[src/rtl/usb_pkg.sv]
// Shared definitions for the USB device transaction layer.
// Holds handshake PID codes, data PID codes and the sequencer state encoding.
package usb_pkg;

   typedef enum logic [1:0] {
      HsAck   = 2'd0,
      HsNak   = 2'd1,
      HsNyet  = 2'd2,
      HsStall = 2'd3
   } hs_e;

   typedef enum logic [1:0] {
      Data0 = 2'd0,
      Data1 = 2'd1,
      Data2 = 2'd2,
      Mdata = 2'd3
   } data_e;

   typedef enum logic [2:0] {
      StIdle     = 3'd0,
      StRxWait   = 3'd1,
      StRxData   = 3'd2,
      StTxHs     = 3'd3,
      StTxData   = 3'd4,
      StTxWaitHs = 3'd5
   } state_e;

endpackage

[src/rtl/usb_ep_toggle.sv]
// Per-endpoint DATA0/DATA1 toggle bits for the OUT and IN directions.
// Ports:
//   clk, rst_n          clock, asynchronous active-low reset
//   wr_ep_i             endpoint whose toggles are updated
//   out_flip_i          flip the OUT toggle of wr_ep_i
//   in_flip_i           flip the IN toggle of wr_ep_i
//   setup_ack_i         SETUP acknowledged: both toggles of wr_ep_i become 1
//   rd_ep_i             endpoint whose toggles are read
//   out_tog_o, in_tog_o current toggles of rd_ep_i (0 for unimplemented endpoints)
module usb_ep_toggle
   import usb_pkg::*;
#(
   parameter int unsigned NUM_EP = 4
) (
   input  logic       clk,
   input  logic       rst_n,
   input  logic [3:0] wr_ep_i,
   input  logic       out_flip_i,
   input  logic       in_flip_i,
   input  logic       setup_ack_i,
   input  logic [3:0] rd_ep_i,
   output logic       out_tog_o,
   output logic       in_tog_o
);

   logic [NUM_EP-1:0] out_q, out_d, in_q, in_d;
   logic [15:0]       out_ext, in_ext;

   always_comb begin
      out_d = out_q;
      in_d  = in_q;
      for (int i = 0; i < NUM_EP; i++) begin
         if (wr_ep_i == 4'(i)) begin
            if (setup_ack_i) begin
               out_d[i] = 1'b1;
               in_d[i]  = 1'b1;
            end else begin
               if (out_flip_i) out_d[i] = ~out_q[i];
               if (in_flip_i)  in_d[i]  = ~in_q[i];
            end
         end
      end
   end

   always_ff @(posedge clk or negedge rst_n) begin
      if (!rst_n) begin
         out_q <= '0;
         in_q  <= '0;
      end else begin
         out_q <= out_d;
         in_q  <= in_d;
      end
   end

   // Widen to 16 so any 4-bit endpoint number indexes safely.
   assign out_ext   = 16'(out_q);
   assign in_ext    = 16'(in_q);
   assign out_tog_o = out_ext[rd_ep_i];
   assign in_tog_o  = in_ext[rd_ep_i];

endmodule

[src/rtl/usb_transaction.sv]
// Device-side USB transaction sequencer sitting on top of the packet layer.
// Accepts tokens addressed to this device, routes OUT/SETUP payload to the
// application, sources IN payload from it, keeps per-endpoint data toggles and
// generates ACK/NAK/STALL handshakes. Host responses are bounded by TIMEOUT.
// Ports:
//   device_addr_i, ep_*_i          device address and per-endpoint status
//   rx_*_i / rx_data_tready_o      tokens, data and handshakes from the packet layer
//   tx_*_o / tx_ready_i, tx_data_tready_i   handshake/data requests to the packet layer
//   ep_out_*_o / ep_out_tready_i   OUT/SETUP payload towards the application
//   ep_in_*_i / ep_in_tready_o     IN payload from the application
//   ep_in_done_o, ep_in_timeout_o  IN completion / failure pulses
module usb_transaction
   import usb_pkg::*;
#(
   parameter int unsigned NUM_EP  = 4,
   parameter int unsigned TIMEOUT = 255
) (
   input  logic              clk,
   input  logic              rst_n,
   input  logic [6:0]        device_addr_i,
   input  logic [NUM_EP-1:0] ep_stall_i,
   input  logic [NUM_EP-1:0] ep_out_ready_i,
   input  logic [NUM_EP-1:0] ep_in_valid_i,
   input  logic [NUM_EP-1:0] ep_in_zlp_i,
   input  logic              rx_out_i,
   input  logic              rx_in_i,
   input  logic              rx_setup_i,
   input  logic [6:0]        rx_addr_i,
   input  logic [3:0]        rx_endpoint_i,
   input  logic              rx_handshake_i,
   input  logic [1:0]        rx_handshake_type_i,
   input  logic              rx_data_i,
   input  logic [1:0]        rx_data_type_i,
   input  logic [7:0]        rx_data_tdata_i,
   input  logic              rx_data_tlast_i,
   input  logic              rx_data_error_i,
   input  logic              rx_data_tvalid_i,
   output logic              rx_data_tready_o,
   input  logic              tx_ready_i,
   output logic              tx_handshake_o,
   output logic [1:0]        tx_handshake_type_o,
   output logic              tx_data_o,
   output logic              tx_data_null_o,
   output logic [1:0]        tx_data_type_o,
   output logic [7:0]        tx_data_tdata_o,
   output logic              tx_data_tlast_o,
   output logic              tx_data_tvalid_o,
   input  logic              tx_data_tready_i,
   output logic [7:0]        ep_out_tdata_o,
   output logic              ep_out_tlast_o,
   output logic              ep_out_tvalid_o,
   output logic              ep_out_error_o,
   output logic              ep_out_setup_o,
   input  logic              ep_out_tready_i,
   output logic [3:0]        ep_out_endpoint_o,
   output logic [3:0]        ep_in_endpoint_o,
   input  logic [7:0]        ep_in_tdata_i,
   input  logic              ep_in_tlast_i,
   input  logic              ep_in_tvalid_i,
   output logic              ep_in_tready_o,
   output logic              ep_in_done_o,
   output logic              ep_in_timeout_o
);

   localparam int unsigned TW = $clog2(TIMEOUT + 1);

   state_e        state_q, state_d;
   hs_e           hs_q, hs_d;
   logic [3:0]    ep_q, ep_d;
   logic          fwd_q, fwd_d, drop_q, drop_d, setup_q, setup_d;
   logic          pend_q, pend_d, null_q, null_d;
   logic [TW-1:0] tmr_q, tmr_d;

   logic          out_flip, in_flip, setup_ack, out_tog, in_tog, exp_tog;
   logic [3:0]    ep_sel;
   logic [15:0]   stall_ext, ready_ext, valid_ext, zlp_ext;
   logic          stall_sel, ready_sel, valid_sel, zlp_sel;
   logic          tok, tok_ok, tmo, fwd_path;

   // Before a token is latched, endpoint lookups follow the incoming token.
   assign ep_sel    = (state_q == StIdle) ? rx_endpoint_i : ep_q;
   assign stall_ext = 16'(ep_stall_i);
   assign ready_ext = 16'(ep_out_ready_i);
   assign valid_ext = 16'(ep_in_valid_i);
   assign zlp_ext   = 16'(ep_in_zlp_i);
   assign stall_sel = stall_ext[ep_sel];
   assign ready_sel = ready_ext[ep_sel];
   assign valid_sel = valid_ext[ep_sel];
   assign zlp_sel   = zlp_ext[ep_sel];

   assign tok      = rx_out_i | rx_in_i | rx_setup_i;
   assign tok_ok   = tok && (rx_addr_i == device_addr_i) && (32'(rx_endpoint_i) < NUM_EP);
   assign tmo      = (tmr_q == TW'(TIMEOUT));
   // SETUP always starts with DATA0 regardless of the stored toggle.
   assign exp_tog  = setup_q ? 1'b0 : out_tog;
   assign fwd_path = fwd_q & ~drop_q;

   assign ep_out_setup_o    = setup_q;
   assign ep_out_endpoint_o = ep_q;
   assign ep_in_endpoint_o  = ep_q;

   usb_ep_toggle #(
      .NUM_EP (NUM_EP)
   ) u_toggle (
      .clk         (clk),
      .rst_n       (rst_n),
      .wr_ep_i     (ep_q),
      .out_flip_i  (out_flip),
      .in_flip_i   (in_flip),
      .setup_ack_i (setup_ack),
      .rd_ep_i     (ep_sel),
      .out_tog_o   (out_tog),
      .in_tog_o    (in_tog)
   );

   always_comb begin
      state_d = state_q;
      hs_d    = hs_q;
      ep_d    = ep_q;
      fwd_d   = fwd_q;
      drop_d  = drop_q;
      setup_d = setup_q;
      pend_d  = pend_q;
      null_d  = null_q;
      tmr_d   = '0;
      out_flip  = 1'b0;
      in_flip   = 1'b0;
      setup_ack = 1'b0;
      rx_data_tready_o    = 1'b0;
      tx_handshake_o      = 1'b0;
      tx_handshake_type_o = hs_q;
      tx_data_o           = 1'b0;
      tx_data_null_o      = 1'b0;
      tx_data_type_o      = 2'b00;
      tx_data_tdata_o     = '0;
      tx_data_tlast_o     = 1'b0;
      tx_data_tvalid_o    = 1'b0;
      ep_out_tdata_o      = '0;
      ep_out_tlast_o      = 1'b0;
      ep_out_tvalid_o     = 1'b0;
      ep_out_error_o      = 1'b0;
      ep_in_tready_o      = 1'b0;
      ep_in_done_o        = 1'b0;
      ep_in_timeout_o     = 1'b0;

      unique case (state_q)
         StIdle: begin
            if (tok_ok) begin
               ep_d   = rx_endpoint_i;
               drop_d = 1'b0;
               if (rx_setup_i) begin
                  fwd_d   = 1'b1;
                  setup_d = 1'b1;
                  state_d = StRxWait;
               end else if (rx_out_i) begin
                  fwd_d   = ready_sel & ~stall_sel;
                  setup_d = 1'b0;
                  state_d = StRxWait;
               end else if (stall_sel) begin
                  hs_d    = HsStall;
                  state_d = StTxHs;
               end else if (!valid_sel) begin
                  hs_d    = HsNak;
                  state_d = StTxHs;
               end else begin
                  tx_data_o      = tx_ready_i;
                  tx_data_type_o = {1'b0, in_tog};
                  tx_data_null_o = zlp_sel;
                  null_d         = zlp_sel;
                  // Transmitter busy: keep requesting from StTxData.
                  pend_d         = ~tx_ready_i;
                  state_d        = StTxData;
               end
            end
         end

         StRxWait: begin
            tmr_d = tmo ? tmr_q : tmr_q + TW'(1);
            if (tok) begin
               state_d = StIdle;
            end else if (rx_data_i) begin
               drop_d  = (rx_data_type_i != {1'b0, exp_tog});
               state_d = StRxData;
            end else if (tmo) begin
               state_d = StIdle;
            end
         end

         StRxData: begin
            if (fwd_path) begin
               ep_out_tvalid_o  = rx_data_tvalid_i;
               ep_out_tdata_o   = rx_data_tdata_i;
               ep_out_tlast_o   = rx_data_tlast_i;
               ep_out_error_o   = rx_data_error_i & rx_data_tlast_i;
               rx_data_tready_o = ep_out_tready_i;
            end else begin
               rx_data_tready_o = 1'b1;
            end
            if (rx_data_tvalid_i && rx_data_tready_o && rx_data_tlast_i) begin
               if (rx_data_error_i) begin
                  state_d = StIdle;
               end else begin
                  state_d = StTxHs;
                  if (stall_sel && !setup_q) begin
                     hs_d = HsStall;
                  end else if (!fwd_q) begin
                     hs_d = HsNak;
                  end else begin
                     hs_d      = HsAck;
                     setup_ack = setup_q;
                     // A dropped packet is a host retry: ACK it but keep the toggle.
                     out_flip  = ~setup_q & ~drop_q;
                  end
               end
            end
         end

         StTxHs: begin
            tx_handshake_o = 1'b1;
            if (tx_ready_i) state_d = StIdle;
         end

         StTxData: begin
            if (pend_q) begin
               tx_data_o      = tx_ready_i;
               tx_data_type_o = {1'b0, in_tog};
               tx_data_null_o = null_q;
               if (tx_ready_i) begin
                  pend_d = 1'b0;
                  if (null_q) state_d = StTxWaitHs;
               end
            end else if (null_q) begin
               state_d = StTxWaitHs;
            end else begin
               tx_data_tvalid_o = ep_in_tvalid_i;
               tx_data_tdata_o  = ep_in_tdata_i;
               tx_data_tlast_o  = ep_in_tlast_i;
               ep_in_tready_o   = tx_data_tready_i;
               if (ep_in_tvalid_i && tx_data_tready_i && ep_in_tlast_i) state_d = StTxWaitHs;
            end
         end

         StTxWaitHs: begin
            tmr_d = tmo ? tmr_q : tmr_q + TW'(1);
            if (tok) begin
               ep_in_timeout_o = 1'b1;
               state_d         = StIdle;
            end else if (rx_handshake_i) begin
               if (rx_handshake_type_i == HsAck) begin
                  in_flip      = 1'b1;
                  ep_in_done_o = 1'b1;
               end else begin
                  ep_in_timeout_o = 1'b1;
               end
               state_d = StIdle;
            end else if (tmo) begin
               ep_in_timeout_o = 1'b1;
               state_d         = StIdle;
            end
         end

         default: state_d = StIdle;
      endcase
   end

   always_ff @(posedge clk or negedge rst_n) begin
      if (!rst_n) begin
         state_q <= StIdle;
         hs_q    <= HsAck;
         ep_q    <= '0;
         fwd_q   <= 1'b0;
         drop_q  <= 1'b0;
         setup_q <= 1'b0;
         pend_q  <= 1'b0;
         null_q  <= 1'b0;
         tmr_q   <= '0;
      end else begin
         state_q <= state_d;
         hs_q    <= hs_d;
         ep_q    <= ep_d;
         fwd_q   <= fwd_d;
         drop_q  <= drop_d;
         setup_q <= setup_d;
         pend_q  <= pend_d;
         null_q  <= null_d;
         tmr_q   <= tmr_d;
      end
   end

endmodule
[config.mk]
export PLATFORM = sky130hd
export DESIGN_NAME = usb_transaction
export DESIGN_NICKNAME = d
export VERILOG_FILES = /design/src/rtl/usb_pkg.sv /design/src/rtl/usb_ep_toggle.sv /design/src/rtl/usb_transaction.sv
export SDC_FILE = /design/constraint.sdc
export NUM_CORES = 1
export LEC_CHECK = 0
export CAP_MARGIN = 5
export CORE_MARGIN = 2
export CORE_UTILIZATION = 39
export CTS_BUF_LIST = sky130_fd_sc_hd__clkbuf_4
export CTS_CLUSTER_SIZE = 12
export DETAILED_ROUTE_END_ITERATION = 16
export PLACE_DENSITY = 0.8
export SLEW_MARGIN = 0
export SYNTH_ARGS = -nofsm -noshare
export SYNTH_HDL_FRONTEND = slang
export SYNTH_HIERARCHICAL = 1
export SYNTH_SLANG_ARGS = --single-unit
[constraint.sdc]
create_clock -name clk -period 2.3 [get_ports clk]
set_input_delay 0.345 -clock clk [delete_from_list [all_inputs] [get_ports clk]]
set_output_delay 0.345 -clock clk [all_outputs]
set_load 0.01 [all_outputs]
Word level (Yosys, flattened, before mapping)
Index checks and enable logic that the tools add are counted.

Flip-flop bits (word level): 30. Bits of input ports: 69. Word-level logic and storage cells: 240.

Add/sub/neg operators: 1. Order comparisons: 2. Eq/ne operators: 26. Muxes and demuxes: 141. Bitwise logic cells: 20. Reductions and logical operators: 33.

Operator list (number): two-way mux 1 bit (94); two-way mux 8 bit (7); two-way mux 3 bit (17); binary-select mux 1 bit (select 4 bit) (6); inequality test 2 bit, second input constant (11); two-way mux 2 bit (9); one-hot mux 3 bit (6 select lines) (1); AND reduction 2 bit (9); AND reduction 6 bit (3); NOT 1 bit (14); inequality test 3 bit, second input constant (4); nonzero test 2 bit (6); one-hot mux 1 bit (2 select lines) (5); adder 8 x 1 -> 8 bit, second input constant (1); == test 4 x 2 -> 1 bit, second input constant (2); == test 8 bit, second input constant (1); == test 7 bit (1); logical AND 1 bit (7); AND reduction 7 bit (1); == test 3 x 2 -> 1 bit, second input constant (2); == test 3 bit, second input constant (2); less-than comparator 4 x 5 -> 1 bit, second input constant (1); AND 1 bit (4); == test 4 x 1 -> 1 bit, second input constant (1); 13 further kinds (14).

Longest topological paths before layout
Word-level depth: 11. Mapped depth: 11.

Hierarchy
Netlist, hierarchy kept.

Modules (own cells, without submodules): usb_transaction (times used 1, cells an instance 237, area an instance 2000.7 µm², sequential area each 550.5 µm²); usb_ep_toggle (times used 1, cells an instance 46, area an instance 470.5 µm², sequential area each 200.2 µm²).

Worst setup path after synthesis
Ideal clock, no wire load.

Path type: register -> register. Start point: register state_q[1]. End point: register drop_q. Setup time: 125 ps. Data arrival time: 2360 ps. Setup slack: -185 ps. Cell stages (with the launch flop): 12. Path through: dfrtp_1 -> buf_6 -> or3_4 -> mux2i_4 -> inv_1 -> mux4_2 -> nor3b_1 -> nand2b_1 -> xnor2_1 -> nor2_1 -> nor2_1 -> mux2_4.

Cells in the longest elaborated chain, start to end: 9. Elaborated cells between the ends (all ways): 15. Classes of those cells: eq/ne (5); mux (7); reduce/logical (3).

Ends and longest elaborated chain: from (decl) (RTL line usb_transaction.sv:67) `state_e state_q, state_d;`; from (signal assigned) (RTL line usb_transaction.sv:268) `state_q <= StIdle;`; from (signal assigned) (RTL line usb_transaction.sv:278) `state_q <= state_d;`; zero test 3 bit (RTL line usb_transaction.sv:81) `assign ep_sel = (state_q == StIdle) ? rx_endpoint_i : ep_q;`; two-way mux 4 bit (RTL line usb_transaction.sv:81); net ep_sel[0] (RTL line usb_transaction.sv:75) `logic [3:0] ep_sel;`; binary-select mux 1 bit (select 4 bit) (RTL line usb_ep_toggle.sv:58) `assign out_tog_o = out_ext[rd_ep_i];`; two-way mux 1 bit (not written as such) (RTL line usb_ep_toggle.sv:58); net out_tog (RTL line usb_transaction.sv:74) `logic out_flip, in_flip, setup_ack, out_tog, in_tog, exp_tog;`; two-way mux 1 bit (RTL line usb_transaction.sv:95) `assign exp_tog = setup_q ? 1'b0 : out_tog;`; inequality test 2 x 1 -> 1 bit (RTL line usb_transaction.sv:182) `drop_d = (rx_data_type_i != {1'b0, exp_tog});`; two-way mux 1 bit (RTL line usb_transaction.sv:181) `end else if (rx_data_i) begin`; two-way mux 1 bit (RTL line usb_transaction.sv:179) `if (tok) begin`; one-hot mux 1 bit (2 select lines) (RTL line usb_transaction.sv:146) `unique case (state_q)`; to (signal assigned) (RTL line usb_transaction.sv:282) `drop_q <= drop_d;`; to (decl) (RTL line usb_transaction.sv:70) `logic fwd_q, fwd_d, drop_q, drop_d, setup_q, setup_d;`.

The timed path passes the listed nets, and every way through them passes these cells. The select of a mux whose other input is x is not followed. A chain may end at the register's enable or synchronous reset.

Final worst setup path
Start point: register state_q[2]. End point: output tx_data_null_o.

Cells in the longest elaborated chain, start to end: 10. Elaborated cells between the ends (all ways): 15. Classes of those cells: eq/ne (1); mux (13); reduce/logical (1).

Ends and longest elaborated chain: zero test 3 bit (*) (RTL line usb_transaction.sv:81); two-way mux 4 bit (*) (RTL line usb_transaction.sv:81); net ep_sel[1] (RTL line usb_transaction.sv:75); binary-select mux 1 bit (select 4 bit), on equally long branches (RTL line usb_transaction.sv:89, usb_transaction.sv:88); two-way mux 1 bit, on equally long branches (RTL line usb_transaction.sv:89, usb_transaction.sv:88); two-way mux 1 bit (RTL line usb_transaction.sv:162) `end else if (!valid_sel) begin`; two-way mux 1 bit (*) (RTL line usb_transaction.sv:159) `end else if (stall_sel) begin`; two-way mux 1 bit (*) (RTL line usb_transaction.sv:155) `end else if (rx_out_i) begin`; two-way mux 1 bit (*) (RTL line usb_transaction.sv:151) `if (rx_setup_i) begin`; two-way mux 1 bit (*) (RTL line usb_transaction.sv:148) `if (tok_ok) begin`; one-hot mux 1 bit (2 select lines) (*) (RTL line usb_transaction.sv:146); to (decl) (RTL line usb_transaction.sv:43) `output logic tx_data_null_o,`.

The timed path passes the listed nets; every way through them passes the cells marked *. The select of a mux whose other input is x is not followed.

==> results.json <==
{
  "ys.flop_type": "dfrtp_1",
  "overflow": 0,
  "place_area_sq_um": 3930,
  "insertion_delay_ns": 0.34,
  "core_sq_um": 6240,
  "first_pass_iters": 5,
  "vdd_ir_drop_max_mv": 0.485,
  "synthArstFlopShare_pct": 100,
  "total_power_mw": 2.71,
  "layout_common_cells": "72 x clkdlybuf4s50_1, 62 x buf_4, 30 x dfrtp_1",
  "worst_setup_path_end_kind": "output port",
  "maxCapViolCount": 0,
  "avgSynthCellArea_sq_um": 8.73,
  "powerDensity_nw_per_um2": 632,
  "cp_slowest_cell": "or3_4",
  "finClkSkew_ns": 0.0117,
  "clk_pin_slew_ns": 0.11,
  "syn-num-nets": 353,
  "stdcell_area_sq_um": 4290,
  "grt_pass1_vias": 3132,
  "period_minus_slack_ns": 2.75,
  "synth_edf_count": 0,
  "grt_setup_unrepaired": "yes",
  "die_h_um": 83.6,
  "ys_seq_area_share_pct": 30.4,
  "grt_pass1_wl_um": 14500,
  "num_vias": 2993,
  "path_class": "flop to output port",
  "cp-start-kind": "flop",
  "clockBufferDepth": 2,
  "routed_wl_um": 9220,
  "cts_tree": "yes",
  "dp_hpwl_um": 6420,
  "worstPathArrival_ns": 2.41,
  "status": "finished with violations",
  "wl_per_cell_um": 17.4,
  "final_util_pct": 68.7,
  "start_util_pct": 39.6,
  "place.gp.congestion": 0.893,
  "die_w_um": 83.6,
  "io_buffers": 108,
  "final_common_cell": "clkdlybuf4s50_1",
  "maxSlewViolCount": 0,
  "post-route-period-util_pct": 120,
  "grt_usage_pct": 25.6,
  "row_count": 29,
  "cp_cell_sequence": "or3_4 -> buf_6 -> mux2_4 -> buf_6 -> mux4_2 -> nand2_2 -> o22ai_2 -> buf_2",
  "hold_viol": 0,
  "cts_root_buf": "clkbuf_4",
  "netlist_instances": 283,
  "netlist_area_sq_um": 2470,
  "io_pins": 110,
  "grt_max_degree": 31,
  "final_nets": 520,
  "cts_sinks": 30,
  "cts_buffers": 5,
  "ant_nets": 0,
  "drt_iter0_markers": 217,
  "crit_required_ns": 1.96,
  "drive_gt1_share_pct": 29.9,
  "cpPeakStageDelay_ns": 0.44,
  "setup_viol": 15,
  "violations": "negative setup slack",
  "synth_warnings": 6,
  "max_freq_mhz": 363,
  "crit_fanout": 3,
  "via_per_inst": 5.66,
  "setup_slack_ns": -0.452,
  "p_leak_nw": 1.90,
  "ys_types": 61,
  "die_area_sq_um": 6990,
  "cts_hold_buf": 0,
  "ys_ff_latch": 30,
  "hp-class": "primary input to asynchronous set/reset pin",
  "holdWs_ns": 0.386,
  "drc": 0,
  "grt_antenna_before_repair": 1,
  "path_common_cell": "buf_6",
  "syn_to_final_growth_pct": 73.6,
  "htreeDepth": 2
}
==> registers in the layout (all words and copies together), names as in the netlist, 2 cells and up <==
signal               flops
tmr_q                    8
ep_in_endpoint_o         4
u_toggle/in_q            4
u_toggle/out_q           4
state_q                  3
tx_handshake_type_o      2
==> cells in the mapped netlist, drive strengths merged (3+ instances only) <==
master	count	share of area, %
o21ai	33	6.7
dfrtp	30	30
nand2	29	4.4
nor2	24	3.6
and2	21	5.3
a21oi	11	2.4
xnor2	9	3.2
buf	8	2.6
mux4	8	7.3
clkbuf	7	1.1
nand3	7	1.4
nand4	7	2.0
nor3	7	1.6
inv	6	0.91
or3	6	1.7
mux2	5	2.4
a31oi	4	1.0
nand2b	4	1.0
nor3b	4	1.2
nor4	4	2.2
nand3b	3	0.91
o21a	3	0.91
or2	3	0.76
or4b	3	1.2
xor2	3	1.1
==> routing by layer <==
layer	track usage [%]	routed length (um)
met5	0	0
met1	28.4	3480
met4	12.2	289
met2	46.2	4740
met3	5.44	711
==> cell type report <==
cell class | count | area (sq um)
fillers | 485 | 1950
multi-input cells | 232 | 1730
repair buffers | 175 | 1580
flip-flops and latches | 30 | 751
well taps | 77 | 96.3
clock inverters | 3 | 63.8
clock buffers | 5 | 37.5
inverters | 6 | 22.5
diodes | 1 | 2.50
==> final timing paths <==
path | startpoint | end | slack (ns) | depth (start not counted)
min reg2reg | u_toggle/out_q[1] | u_toggle/out_q[1] | 0.50 | 1
min in group clk | rx_endpoint_i[1] | ep_in_endpoint_o[1] | 0.39 | 3
min | rst_n | state_q[1] | 0.39 | 2
max in group asynchronous | rst_n | u_toggle/out_q[2] | 1.60 | 2
max reg2reg | state_q[2] | drop_q | -0.27 | 11
max | state_q[2] | tx_data_null_o | -0.45 | 8
==> critical path: cells and delay by family, from the launching register on <==
| family | cells | cell delay, ns |
|---|---|---|
| AOI/OAI and AO/OA | 1 | 0.07 |
| buffers and inverters | 3 | 0.41 |
| DFF | 1 | 0.39 |
| muxes | 2 | 0.63 |
| and+or+nand+nor | 2 | 0.56 |
==> logic make-up (layout without fill, tap and decap cells) <==
kind of cell | after synthesis | count (layout) | synth area share [%]
XOR/XNOR | 12 | 12 | 4.25
other | 1 | 2 | 0.152
AO/OA/AOI/OAI | 67 | 67 | 16.6
AND/OR/NAND/NOR | 136 | 136 | 32.5
flip-flops | 30 | 30 | 30.4
adder cells (fa/ha/maj) | 1 | 1 | 0.506
multiplexers | 15 | 15 | 11.0
buffers and inverters | 21 | 189 | 4.61
==> timing repair <==
action,CTS,global route
buffers inserted,18,4
gates resized for setup,86,19
pin swaps,10,6
endpoints found under the setup margin,30,29
==> power breakdown <==
| group | leakage (nW) | internal, mW | switching (mW) | total (mW) |
|---|---|---|---|---|
| clock network | 0.0528 | 0.335 | 0.217 | 0.551 |
| logic | 1.44 | 0.766 | 0.741 | 1.51 |
| registers | 0.401 | 0.597 | 0.0562 | 0.653 |
| total | 1.90 | 1.70 | 1.01 | 2.71 |
==> per-stage QoR <==
step                worst slack, ns  TNS (ns)  cells
global placement             -0.681     -6.80    503
detailed placement           -0.735     -8.01    503
global route                 -0.527     -4.84    529
finish                       -0.452     -2.40    529
floorplan                   -0.0951   -0.0951    283
CTS                          -0.432     -4.62    528
Note: power is estimated with default switching activity, not from simulation.
